File: src/rtl/hazard_stall_ctrl_pkg.sv
// Shared types and constants for the D-stage hazard / stall controller.
// Holds the MD sequencer state type, default MD latencies and the
// single-source hazard check used for both rs and rt.
package hazard_pkg;

  // Value of tuse that means "this operand is not read".
  localparam logic [1:0] TUSE_NONE = 2'd3;

  // Default multiply/divide busy latencies and counter width.
  localparam int MUL_CYCLES_DEFAULT = 5;
  localparam int DIV_CYCLES_DEFAULT = 10;
  localparam int CNT_W_DEFAULT      = 4;

  // Number of D-stage source operands checked (rs, rt).
  localparam int NUM_SRC = 2;

  // $zero register address; it never carries a real dependency.
  localparam logic [4:0] REG_ZERO = 5'd0;

  // State of the multiply/divide busy sequencer.
  typedef enum logic {
    IDLE = 1'b0,
    BUSY = 1'b1
  } md_state_t;

  // True when a D-stage source must wait for a producer in a later stage:
  // the producer writes the same non-zero register and its result arrives
  // later than the consumer needs it.
  function automatic logic src_hazard(
    input logic [4:0] src,
    input logic [1:0] tuse,
    input logic [4:0] a3,
    input logic [1:0] tnew
  );
    return (src != REG_ZERO) && (tuse != TUSE_NONE) && (tuse < tnew) && (src == a3);
  endfunction

endpackage

File: src/rtl/hazard_stall_ctrl_md_busy_seq.sv
// Multiply/divide busy sequencer.
// A start in IDLE loads the latency of the requested operation into a
// down-counter; md_busy is high for exactly that many cycles starting the
// cycle after the start, and md_done marks the final busy cycle. Both
// outputs are registered. Starts arriving while busy are ignored.
module md_busy_seq
  import hazard_pkg::*;
#(
  parameter int MUL_CYCLES = MUL_CYCLES_DEFAULT,
  parameter int DIV_CYCLES = DIV_CYCLES_DEFAULT,
  parameter int CNT_W      = CNT_W_DEFAULT
) (
  input  logic clk,
  input  logic reset,
  input  logic start,
  input  logic div,
  output logic md_busy,
  output logic md_done
);

  localparam logic [CNT_W-1:0] MUL_LOAD = CNT_W'(MUL_CYCLES);
  localparam logic [CNT_W-1:0] DIV_LOAD = CNT_W'(DIV_CYCLES);
  localparam logic [CNT_W-1:0] CNT_ONE  = CNT_W'(1);
  localparam logic [CNT_W-1:0] CNT_TWO  = CNT_W'(2);

  md_state_t        state_reg;
  logic [CNT_W-1:0] cnt_reg;
  logic             md_busy_reg;
  logic             md_done_reg;
  logic [CNT_W-1:0] load_val;

  // Latency for the operation being started this cycle.
  assign load_val = div ? DIV_LOAD : MUL_LOAD;

  // FSM with counter; busy/done are computed for the next state so they
  // leave the flops already aligned with the busy window.
  always_ff @(posedge clk) begin
    if (reset) begin
      state_reg   <= IDLE;
      cnt_reg     <= '0;
      md_busy_reg <= 1'b0;
      md_done_reg <= 1'b0;
    end else begin
      case (state_reg)
        IDLE: begin
          if (start) begin
            state_reg   <= BUSY;
            cnt_reg     <= load_val;
            md_busy_reg <= 1'b1;
            // A one-cycle operation is done in its first busy cycle.
            md_done_reg <= (load_val == CNT_ONE);
          end else begin
            md_busy_reg <= 1'b0;
            md_done_reg <= 1'b0;
          end
        end
        BUSY: begin
          // Treat a zero count as final too, so a bad latency cannot wrap.
          if (cnt_reg <= CNT_ONE) begin
            state_reg   <= IDLE;
            cnt_reg     <= '0;
            md_busy_reg <= 1'b0;
            md_done_reg <= 1'b0;
          end else begin
            cnt_reg     <= cnt_reg - CNT_ONE;
            md_busy_reg <= 1'b1;
            md_done_reg <= (cnt_reg == CNT_TWO);
          end
        end
        default: begin
          state_reg   <= IDLE;
          cnt_reg     <= '0;
          md_busy_reg <= 1'b0;
          md_done_reg <= 1'b0;
        end
      endcase
    end
  end

  assign md_busy = md_busy_reg;
  assign md_done = md_done_reg;

endmodule

File: src/rtl/hazard_stall_ctrl.sv
// D-stage stall controller for the 5-stage core.
// Compares D-stage source registers against the E and M destinations using
// tuse/tnew timing, adds MD-unit busy stalls, and drives PC/F-D enables and
// the D/E bubble. Stall is purely combinational from inputs and MD state.
// Optional stall-cycle statistics counter: define HAZARD_STALL_STATS_EN.
module hazard_stall_ctrl
  import hazard_pkg::*;
#(
  parameter int MUL_CYCLES = MUL_CYCLES_DEFAULT,
  parameter int DIV_CYCLES = DIV_CYCLES_DEFAULT,
  parameter int CNT_W      = CNT_W_DEFAULT
) (
  input  logic        clk,
  input  logic        reset,
  input  logic [4:0]  d_rs,
  input  logic [4:0]  d_rt,
  input  logic [1:0]  d_tuse_rs,
  input  logic [1:0]  d_tuse_rt,
  input  logic        d_is_md,
  input  logic [4:0]  e_a3,
  input  logic [1:0]  e_tnew,
  input  logic [4:0]  m_a3,
  input  logic [1:0]  m_tnew,
  input  logic        e_md_start,
  input  logic        e_md_div,
  output logic        pc_en,
  output logic        fd_en,
  output logic        de_bubble,
  output logic        md_busy,
  output logic        md_done,
  output logic [31:0] stall_cnt
);

  logic [4:0]         src_addr [NUM_SRC];
  logic [1:0]         src_tuse [NUM_SRC];
  logic [NUM_SRC-1:0] src_stall;
  logic               stall_md;
  logic               stall;

  // Operand table: index 0 is rs, index 1 is rt.
  assign src_addr[0] = d_rs;
  assign src_addr[1] = d_rt;
  assign src_tuse[0] = d_tuse_rs;
  assign src_tuse[1] = d_tuse_rt;

  // Per-operand data hazard against the E and M producers.
  genvar gi;
  generate
    for (gi = 0; gi < NUM_SRC; gi++) begin : g_src
      assign src_stall[gi] = src_hazard(src_addr[gi], src_tuse[gi], e_a3, e_tnew)
                           | src_hazard(src_addr[gi], src_tuse[gi], m_a3, m_tnew);
    end
  endgenerate

  // MD instructions wait while the unit is busy or being started from E.
  assign stall_md = d_is_md & (md_busy | e_md_start);

  // Any source of stall collapses into one hold + one bubble.
  assign stall     = (|src_stall) | stall_md;
  assign pc_en     = ~stall;
  assign fd_en     = ~stall;
  assign de_bubble = stall;

  md_busy_seq #(
    .MUL_CYCLES (MUL_CYCLES),
    .DIV_CYCLES (DIV_CYCLES),
    .CNT_W      (CNT_W)
  ) u_md_busy_seq (
    .clk     (clk),
    .reset   (reset),
    .start   (e_md_start),
    .div     (e_md_div),
    .md_busy (md_busy),
    .md_done (md_done)
  );

`ifdef HAZARD_STALL_STATS_EN
  logic [31:0] stall_cnt_reg;

  // Saturating count of stalled cycles.
  always_ff @(posedge clk) begin
    if (reset) begin
      stall_cnt_reg <= '0;
    end else if (stall && (stall_cnt_reg != 32'hFFFF_FFFF)) begin
      stall_cnt_reg <= stall_cnt_reg + 32'd1;
    end
  end

  assign stall_cnt = stall_cnt_reg;
`else
  assign stall_cnt = 32'd0;
`endif

endmodule

File: config.mk
export PLATFORM = sky130hd
export DESIGN_NAME = hazard_stall_ctrl
export DESIGN_NICKNAME = d
export VERILOG_FILES = /design/src/rtl/hazard_stall_ctrl_pkg.sv /design/src/rtl/hazard_stall_ctrl_md_busy_seq.sv /design/src/rtl/hazard_stall_ctrl.sv
export SDC_FILE = /design/constraint.sdc
export NUM_CORES = 1
export LEC_CHECK = 0
export CAP_MARGIN = 20
export CORE_MARGIN = 2
export CORE_UTILIZATION = 50
export DETAILED_ROUTE_END_ITERATION = 6
export DONT_BUFFER_PORTS = 1
export GPL_TIMING_DRIVEN = 1
export HOLD_SLACK_MARGIN = 0.15
export PLACE_DENSITY_LB_ADDON = 0.3
export SLEW_MARGIN = 10
export SYNTH_ARGS = -nofsm -noshare
export SYNTH_HDL_FRONTEND = slang
export SYNTH_SLANG_ARGS = --single-unit
File: constraint.sdc
create_clock -name clk -period 1.8 [get_ports clk]
set_input_delay 0.36 -clock clk [delete_from_list [all_inputs] [get_ports clk]]
set_output_delay 0.36 -clock clk [all_outputs]
set_load 0.05 [all_outputs]
* Word level (Yosys, flattened, before mapping)
Cells that the tools add are included.
Storage, ports and cells: word-level logic and storage cells 48, input port bits 33, output and inout bits 37, bits in registers 6
Operators by class: $add $sub $neg 1, order comparisons 5, multiplexer cells 10, equality and inequality tests 9, bitwise logic cells 7, reduce and logical (&&, ||, !) cells 13
Operator list (count):
- $eq 5x5->1 | 4
- $mux 4 | 3
- $logic_and 1x1->1 | 10
- $reduce_bool 5->1 | 2
- $lt 2x2->1 | 4
- $pmux 4 s2 | 1
- $ne 2x2->1 const B | 3
- $eq 4x1->1 const B | 1
- $eq 4x2->1 const B | 1
- $le 4x1->1 const B | 1
- $mux 1 | 4
- $or 1x1->1 | 4
- $pmux 1 s2 | 2
- $sub 4x1->4 const B | 1
- $not 1->1 | 2
- $reduce_or 2->1 | 1
- $and 1x1->1 | 1

* Logic depth before layout (Yosys ltp)
Gate-level depths: netlist (run 1).
word-level depth 8, mapped depth 7, depth with buffers taken out 7

* Cells and area by module
From an unflattened synthesis (run 1), not the netlist that was laid out.
Second synthesis, totals: cells, all modules 127, area total of the unflattened synthesis 1007.2 um^2
By module, submodules not included:
- hazard_stall_ctrl | seq. area each 0.0 um^2, times used 1, cells each 83, area an instance 653.1 um^2
- md_busy_seq | seq. area each 120.1 um^2, times used 1, cells each 44, area an instance 354.1 um^2

* Worst setup path before layout (run 1)
No wires, ideal clock.
kind input-to-output, start point in d_rs[1], end point out pc_en, cell stages on the path 5, arrival 2664 ps, required time 1440 ps, setup slack -1224 ps, buffers on the path 1, cell sequence or4_1 -> nor2_1 -> a221oi_1 -> a211oi_1 -> buf_4
Between the ends: word-level cells in the longest chain between the ends 8, elaborated cells on any way between the ends 12, those cells by class eq/ne: 2; bitwise: 3; reduce/logical: 7
RTL lines:
- from (decl) | RTL line hazard_stall_ctrl.sv:15 | input logic [4:0] d_rs,
- $reduce_bool 5->1 | RTL line hazard_stall_ctrl_pkg.sv:35 | return (src != REG_ZERO) && (tuse != TUSE_NONE) && (tuse < tnew) && (src == a3);
- $logic_and 1x1->1 (3 in series) | RTL line hazard_stall_ctrl_pkg.sv:35
- $or 1x1->1 (*) | RTL line hazard_stall_ctrl.sv:51 | | src_hazard(src_addr[gi], src_tuse[gi], m_a3, m_tnew);
- $reduce_or 2->1 (*) | RTL line hazard_stall_ctrl.sv:59 | assign stall = (|src_stall) | stall_md;
- $or 1x1->1 (*) | RTL line hazard_stall_ctrl.sv:59
- $not 1->1 (*)
- to (decl) | RTL line hazard_stall_ctrl.sv:26 | output logic pc_en,
Every way passes the cells marked *; elsewhere a longest branch is shown, timed or not.

* Final worst setup path (run 1)
start point in d_rs[1], end point out fd_en
Between the ends: word-level cells in the longest chain between the ends 8, elaborated cells on any way between the ends 12, those cells by class eq/ne: 2; bitwise: 3; reduce/logical: 7
RTL lines:
- $reduce_bool 5->1 | RTL line hazard_stall_ctrl_pkg.sv:35
- $logic_and 1x1->1 (3 in series) | RTL line hazard_stall_ctrl_pkg.sv:35
- $or 1x1->1 (*) | RTL line hazard_stall_ctrl.sv:51
- $reduce_or 2->1 (*) | RTL line hazard_stall_ctrl.sv:59
- $or 1x1->1 (*) | RTL line hazard_stall_ctrl.sv:59
- $not 1->1 (*) | RTL line hazard_stall_ctrl.sv:61 | assign fd_en = ~stall;
- to (decl) | RTL line hazard_stall_ctrl.sv:27 | output logic fd_en,
Marks and branches as above.

==> results of run 1 <==
[through the flow]
| step | instance area, sq um | setup TNS [ns] |
|---|---|---|
| floorplan | 1100 | -0.880 |
| global placement | 927 | -1.05 |
| detailed placement | 927 | -1.19 |
| CTS | 1030 | -0.823 |
| global route | 1040 | -0.911 |
| finish | 1040 | -0.680 |
[worst reg2reg max path: cells and delay by family, from the launching register on]
kind / cells / cell delay (ns)
buffers and inverters: 1 / 0.11
DFF: 1 / 0.40
adders and majority gates: 1 / 0.24
AOI/OAI and AO/OA: 2 / 0.41
and+or+nand+nor: 3 / 0.38
[cell families after synthesis]
group           count (synthesis)  synth area share (%)
compound gates                 23                  19.5
xor+xnor                       20                  18.2
fa+ha+maj                       7                  9.09
buf+inv                        40                  28.4
flops                           6                  12.5
other cells                     1                 0.389
simple gates                   20                  11.9
[what timing repair did]
item,in CTS,in global routing
gates resized for setup,14,3
hold buffers,0,0
endpoints found under the hold margin,0,0
endpoints found under the setup margin,3,3
pin swaps,11,6
[power by group through the flow]
stage          Combinational [mW]  Sequential (mW)  Clock, mW
2_1_floorplan               0.364            0.174          0
6_report                    0.385            0.163      0.120
3_3_place_gp                0.353            0.165          0
5_1_grt                     0.414            0.165      0.139
4_1_cts                     0.382            0.163      0.124
3_5_place_dp                0.357            0.165          0
[per-layer routing]
layer  routed length [microns]  GRT usage (%)  part of all wire [%]  vias to the layer above
met3                       117           3.40                   6.1                        6
met2                      1000           30.9                    53                       40
li1                          -              -                     -                      355
met5                         0              0                     0                        -
met4                        65           16.8                   3.4                        0
met1                       719           18.6                    38                      339
[worst paths after layout]
| check | slack, ns | endpoint | start |
|---|---|---|---|
| setup / recovery | -0.25 | fd_en | d_rs[1] |
| hold / removal | 0.19 | u_md_busy_seq.cnt_reg[3]$_SDFFE_PP0N_ | reset |
| setup reg to reg | 0.18 | u_md_busy_seq.cnt_reg[1]$_SDFFE_PP0N_ | u_md_busy_seq.cnt_reg[0]$_SDFFE_PP0N_ |
| hold reg to reg | 0.49 | u_md_busy_seq.md_done$_SDFF_PP0_ | u_md_busy_seq.cnt_reg[3]$_SDFFE_PP0N_ |
[cell type report]
class | count | share of cell area (%)
clock buffers | 3 | 2.16
inverters | 7 | 4.44
multi-input cells | 102 | 74.1
flip-flops and latches | 6 | 11.5
well taps | 25 | 3.00
repair buffers | 5 | 4.80
[placed cells by master (no fill, tap or decap), drive strengths merged]
master / count
conb: 32
o21bai: 1
dfxtp: 6
inv: 7
or2: 1
xor2: 10
o21a: 2
nand4: 4
buf: 5
a21oi: 2
a221oi: 2
a2111oi: 2
nor3: 2
a21o: 4
xnor2: 10
nand2b: 4
nor2: 4
a211oi: 6
or4: 2
o31ai: 1
clkbuf: 3
o21ai: 2
a211o: 1
ha: 7
nor4: 3
==> summary.md, run 1 <==
| Metric | Value |
|---|---|
| Status | complete, but fails checks |
| Violated checks | setup timing |
| Post-route antenna net violation count | 0 |
| CTS tree | built |
| DRC errors left | 0 |
| Post-Synthesis Cells | 117 |
| FILL cells | 156 |
| Synth cell count leaders | buf_4, xnor2_1, xor2_1 |
| GPL Wtd Cong | 0.759 |
| GR Overflow Total | 0 |
| Asr flop ratio synth | 0% |
| Synth-to-layout area growth | 8.18% |
| CORE AREA | 0.00176 sq mm |
| Site Rows | 15 |
| Port Buf Inserts | 0 |
| First-pass GRT wire length | 2940 microns |
| Slowest cell on the critical path | or4_1 |
| Via density | 5.00 |
| DIE HEIGHT | 47.9 microns |
| CTS buffer count | 3 |
| Crit path required time | 1.44 ns |
| Net Sw Power | 0.331 mW |
| Via count | 740 |
| WHS | 0.188 ns |
| Top Ports | 70 |
| Startpoint Class | primary input |
| Post-synth EDFFs | 0 |
| Maximum vdd drop | 0.358 mV |
| Fraction of post-synthesis cell area in the top cell type by area | 25.7% |
| FMAX | 489 MHz |
| Die footprint | 0.00229 sq mm |
| DP Worst Slack | -0.426 ns |
| Yosys reg bits | 6 |
| Clock Sink Count | 6 |
| Final setup skew | 0.00229 ns |
| Largest net degree at the start of global routing | 8 |
| Max incr delay on CP | 0.53 ns |
| Internal power | 0.337 mW |
| Final-report setup violation count | 3 |
| Hold Path Depth | 1 |
| Core Util, Final | 59.1% |
| Via count of the first global-routing pass | 741 |
| Tmin final | 2.05 ns |
| Reg power frac | 24.4% |
| Clk pwr share | 18.0% |
| P_leak | 0.441 nW |
| RSZ-0062 raised after global routing | true |
| Netlist cell types | 25 |
| PwrDens | 641 mW/mm^2 |
| Critical path depth | 6 |
| Drt first pass iters | 4 |
| Syn Std Cell Area | 963 sq um |
| HPWL after DPL | 1560 microns |
| R2R cell count | 7 |
| Fin cells | 148 |
| Crit path cell chain | or4_1, nor2_2, a221oi_2, buf_4, a211oi_4, buf_12 |
| Max FFs per register | 4 |
| Share of layout cells above drive strength 1 | 17.1% |
| Register area | 120 sq um |
| ANT cells | 0 |
| CP endpoint kind | output pin |
| Post-placement cell count | 145 |
| Maximum clock path buffer count | 2 |
| CP Max Fanout | 3 |
| Pwr Total | 0.668 mW |
| Total GRT Usage | 18.2% |
| WL per Instance | 12.9 microns |
| Largest area contributor in the netlist | buf_4 |
| Total of max-cap violations | 0 |
| Nets | 165 |
| Top_reg_cell synth | dfxtp_1 |
| Initial Util | 54.6% |
| Tcrit/Tclk final | 114% |
| Clk Tree Root Cell | clkbuf_4 |
| Post CTS Setup Buffer Count | 0 |
| Final Max Tran Viols | 0 |
| Max H-tree Level | 1 |
| Sw Ratio | 49.6% |
| PnR worst setup slack | -0.245 ns |
| Hold Path Class | in2reg |
| Initial antenna violation count | 0 |
| Synth top area cells | buf_4, dfxtp_1, ha_1, xnor2_1, xor2_1 |
| Final Hold Viols | 0 |
| Ys Warns | 0 |
| CP arrival | 1.69 ns |
| Combinational power share | 57.6% |
| Count leader, synth | buf_4 |
| Later-pin clock latency in the skew report | 0.24 ns |
| Total Wirelength | 1900 microns |
| Die X | 47.9 microns |
| Clock slew at reported path FFs | 0.04 ns |
| Critical path class | in2out |
| Sequential fraction of the synthesis area | 12.5% |
| Iter 0 DRT Violations | 6 |
| Crit-path leading delay family | simple AND/OR/NAND/NOR gates |
| Crit path buffers/inverters | 2 |
| Multi-input gate area in the final layout | 772 sq um |
| Syn Area/Cell | 8.23 sq um |
(Power assumes the default switching activity.)
==> run 2: changes to the inputs <==
Settings changed: ABC_AREA set to 1.
==> run 2 against run 1 <==
Against the previous run:
- the flow now finishes without violations
- maximum frequency is 23% higher
- critical path depth is 1 higher
- first-iteration DRC count is 130% higher
- sequential power hardly changed
- setup slack better by 0.38 ns
- critical endpoint is now de_bubble
- critical path type is now reg2out
- highest routed layer is now met3
- wire length is 37% higher
- via count is 66% higher
- core utilization is 5.1 points lower
- sequential share of layout area is 2.4 points lower
- non-clock buffer count is 2 lower
==> summary.md, run 2 <==
| Metric | Value |
|---|---|
| Status | completed |
| Total of max-cap violations | 0 (unchanged) |
| Iter 0 DRT Violations | 14 (+8) |
| Maximum vdd drop | 0.426 mV (+19%) |
| Site Rows | 18 (+3) |
| Share of layout cells above drive strength 1 | 11.7% (-5.3 points) |
| Total GRT Usage | 18.9% (+0.67 points) |
| Startpoint of the worst hold path | e_md_div |
| RSZ-0062 raised after global routing | false |
| Die footprint | 0.00301 sq mm (+31%) |
| Max incr delay on CP | 0.33 ns (-0.20 ns) |
| Final-report setup violation count | 0 (-3) |
| Max FFs per register | 4 (unchanged) |
| Crit path cell chain | nor2_4, inv_2, nand2_2, inv_1, nor2_2, nand3_2, buf_12 |
| Clock Sink Count | 6 (unchanged) |
| Sequential fraction of the synthesis area | 9.30% (-3.2 points) |
| Reg-to-reg endpoint | u_md_busy_seq.cnt_reg[3]$_SDFFE_PP0N_ |
| Worst hold endpoint | u_md_busy_seq.cnt_reg[3]$_SDFFE_PP0N_ |
| Post-Synthesis Cells | 243 (+110%) |
| DIE HEIGHT | 54.8 microns (+14%) |
| P_leak | 0.833 nW (+89%) |
| R2R Setup Slk | 0.50 ns (+0.32 ns) |
| DRC errors left | 0 (unchanged) |
| FILL cells | 274 (+76%) |
| CP arrival | 1.30 ns (-0.39 ns) |
| Hold Path Class | in2reg |
| Syn Area/Cell | 5.31 sq um (-35%) |
| Clk Tree Root Cell | clkbuf_4 |
| Hold Path Depth | 2 (+1) |
| GPL Wtd Cong | 0.870 (+15%) |
| Tcrit/Tclk final | 92.4% (-21 points) |
| GR Overflow Total | 0 (unchanged) |
| Slowest cell on the critical path | dfxtp_2 |
| Commonest non-fill, non-tap cell in the layout | nand2_1 |
| Initial Util | 52.6% (-2.0 points) |
| Drt first pass iters | 4 (unchanged) |
| Initial antenna violation count | 0 (unchanged) |
| Via density | 4.42 (-12%) |
| Maximum clock path buffer count | 2 (unchanged) |
| Total Wirelength | 2620 microns (+37%) |
| Count leader, synth | nand2_1 |
| WL per Instance | 9.44 microns (-27%) |
| Netlist cell types | 20 (-20%) |
| Top Ports | 70 (unchanged) |
| # hold bufs at CTS | 0 (unchanged) |
| Most frequent cells in the layout | nand2_1, inv_1, conb_1, nor2_1 |
| R2R cell count | 7 (unchanged) |
| ANT cells | 0 (unchanged) |
| Tmin final | 1.66 ns (-0.383 ns) |
| Nets | 289 (+75%) |
| Port Buf Inserts | 0 (unchanged) |
| First-pass GRT wire length | 4150 microns (+41%) |
| RR Startpoint | u_md_busy_seq.cnt_reg[0]$_SDFFE_PP0N_ |
| Ys Warns | 0 (unchanged) |
| CTS tree | built |
| Synth cell count leaders | nand2_1, inv_1, buf_4 |
| Register area | 121 sq um (+1.0%) |
| HPWL after DPL | 2300 microns (+47%) |
| Via count | 1225 (+66%) |
| Multi-input gate area in the final layout | 930 sq um (+20%) |
| Core Util, Final | 54.0% (-5.1 points) |
| Final Hold Viols | 0 (unchanged) |
| Syn Std Cell Area | 0.00129 sq mm (+34%) |
| Clock slew at reported path FFs | 0.04 ns (about the same) |
| Die X | 54.8 microns (+14%) |
| Final setup skew | 0.00122 ns (-0.00107 ns) |
| CTS buffer count | 3 (unchanged) |
| Crit path required time | 1.44 ns (about the same) |
| Synth top area cells | nand2_1, buf_4, inv_1, dfxtp_1, nor2_1 |
| Critical path class | reg2out |
| FMAX | 602 MHz (+23%) |
| Final Max Tran Viols | 0 (unchanged) |
| Top_reg_cell synth | dfxtp_1 |
| Max H-tree Level | 1 (unchanged) |
| Post-synth EDFFs | 0 (unchanged) |
| Yosys reg bits | 6 (unchanged) |
| Synth-to-layout area growth | 2.62% |
| Asr flop ratio synth | 0% (unchanged) |
| Post-route antenna net violation count | 0 (unchanged) |
| PwrDens | 560 mW/mm^2 (-13%) |
| CORE AREA | 0.00245 sq mm (+39%) |
| CP Max Fanout | 6 (+3) |
| CP endpoint kind | output pin |
| Largest area contributor in the netlist | nand2_1 |
| Largest net degree at the start of global routing | 7 (-1) |
| Later-pin clock latency in the skew report | 0.24 ns (about the same) |
| Setup TNS | 0 ns (+0.680 ns) |
| Fraction of post-synthesis cell area in the top cell type by area | 23.3% (-2.5 points) |
| Via count of the first global-routing pass | 1069 (+44%) |
| Startpoint Class | flip-flop |
==> run 2: metrics by stage <==
| stage | instance area (sq um) | hold slack, ns | cells | total power, mW | setup WS [ns] |
|---|---|---|---|---|---|
| after CTS | 1310 | 0.345 | 277 | 0.741 | 0.0336 |
| after global routing | 1330 | 0.360 | 277 | 0.817 | 0.0111 |
| after floorplan | 1450 | 0.530 | 274 | 0.606 | 0.00289 |
| final | 1330 | 0.345 | 277 | 0.741 | 0.138 |
| after global placement | 1280 | 0.548 | 274 | 0.610 | 0.120 |
| after detailed placement | 1280 | 0.551 | 274 | 0.611 | 0.0996 |
==> run 2: cell type report <==
cell class	instances	share of cell area, %
clock buffer	3	1.70
tap	30	2.83
sequential	6	9.16
inverter	43	12.6
multi-input combinational	192	70.2
timing repair buffer	3	3.59
==> run 2: worst max-delay path by stage <==
| stage | from | end | cells past startpoint |
|---|---|---|---|
| 4_1_cts | u_md_busy_seq.state_reg$_SDFF_PP0_ | de_bubble | 7 |
| 2_1_floorplan | e_tnew[1] | pc_en | 9 |
| 3_5_place_dp | e_tnew[1] | de_bubble | 10 |
| 6_report | u_md_busy_seq.state_reg$_SDFF_PP0_ | de_bubble | 7 |
| 5_1_grt | u_md_busy_seq.state_reg$_SDFF_PP0_ | de_bubble | 7 |
| 3_3_place_gp | e_tnew[1] | de_bubble | 10 |
==> run 2: timing repair <==
item,4_1_cts,5_1_grt
gates resized for setup,2,6
buffers inserted,0,0
endpoints found under the setup margin,1,1
==> run 2: metal layers <==
metal | vias up | routed length, microns | part of all wire, % | GRT usage [%]
li1 | 674 | - | - | -
met1 | 499 | 1180 | 45 | 25.1
met2 | 52 | 1170 | 45 | 30.8
met3 | 0 | 265 | 10 | 6.28
met4 | 0 | 0 | 0 | 1.25
met5 | - | 0 | 0 | 0
==> run 2: cell families after synthesis <==
family | Yosys count | synth area share, %
and+or+nand+nor | 131 | 42.2
buffers and inverters | 76 | 31.7
AOI/OAI and AO/OA | 18 | 6.98
adders and majority gates | 7 | 6.78
DFF | 6 | 9.30
xor gates and xnor gates | 4 | 2.71
other | 1 | 0.290
==> run 2: worst max-delay path: cells and delay by family, from the launching register on <==
kind / cells / cell delay (ns)
flops: 1 / 0.33
buf+inv: 3 / 0.29
simple gates: 4 / 0.43
==> run 2: power breakdown <==
group | total [mW] | leakage [nW] | internal, mW | switching, mW
Sequential | 0.160 | 0.0499 | 0.147 | 0.0132
Clock | 0.122 | 0.0138 | 0.0753 | 0.0469
Combinational | 0.459 | 0.770 | 0.125 | 0.334
Total | 0.741 | 0.833 | 0.347 | 0.394
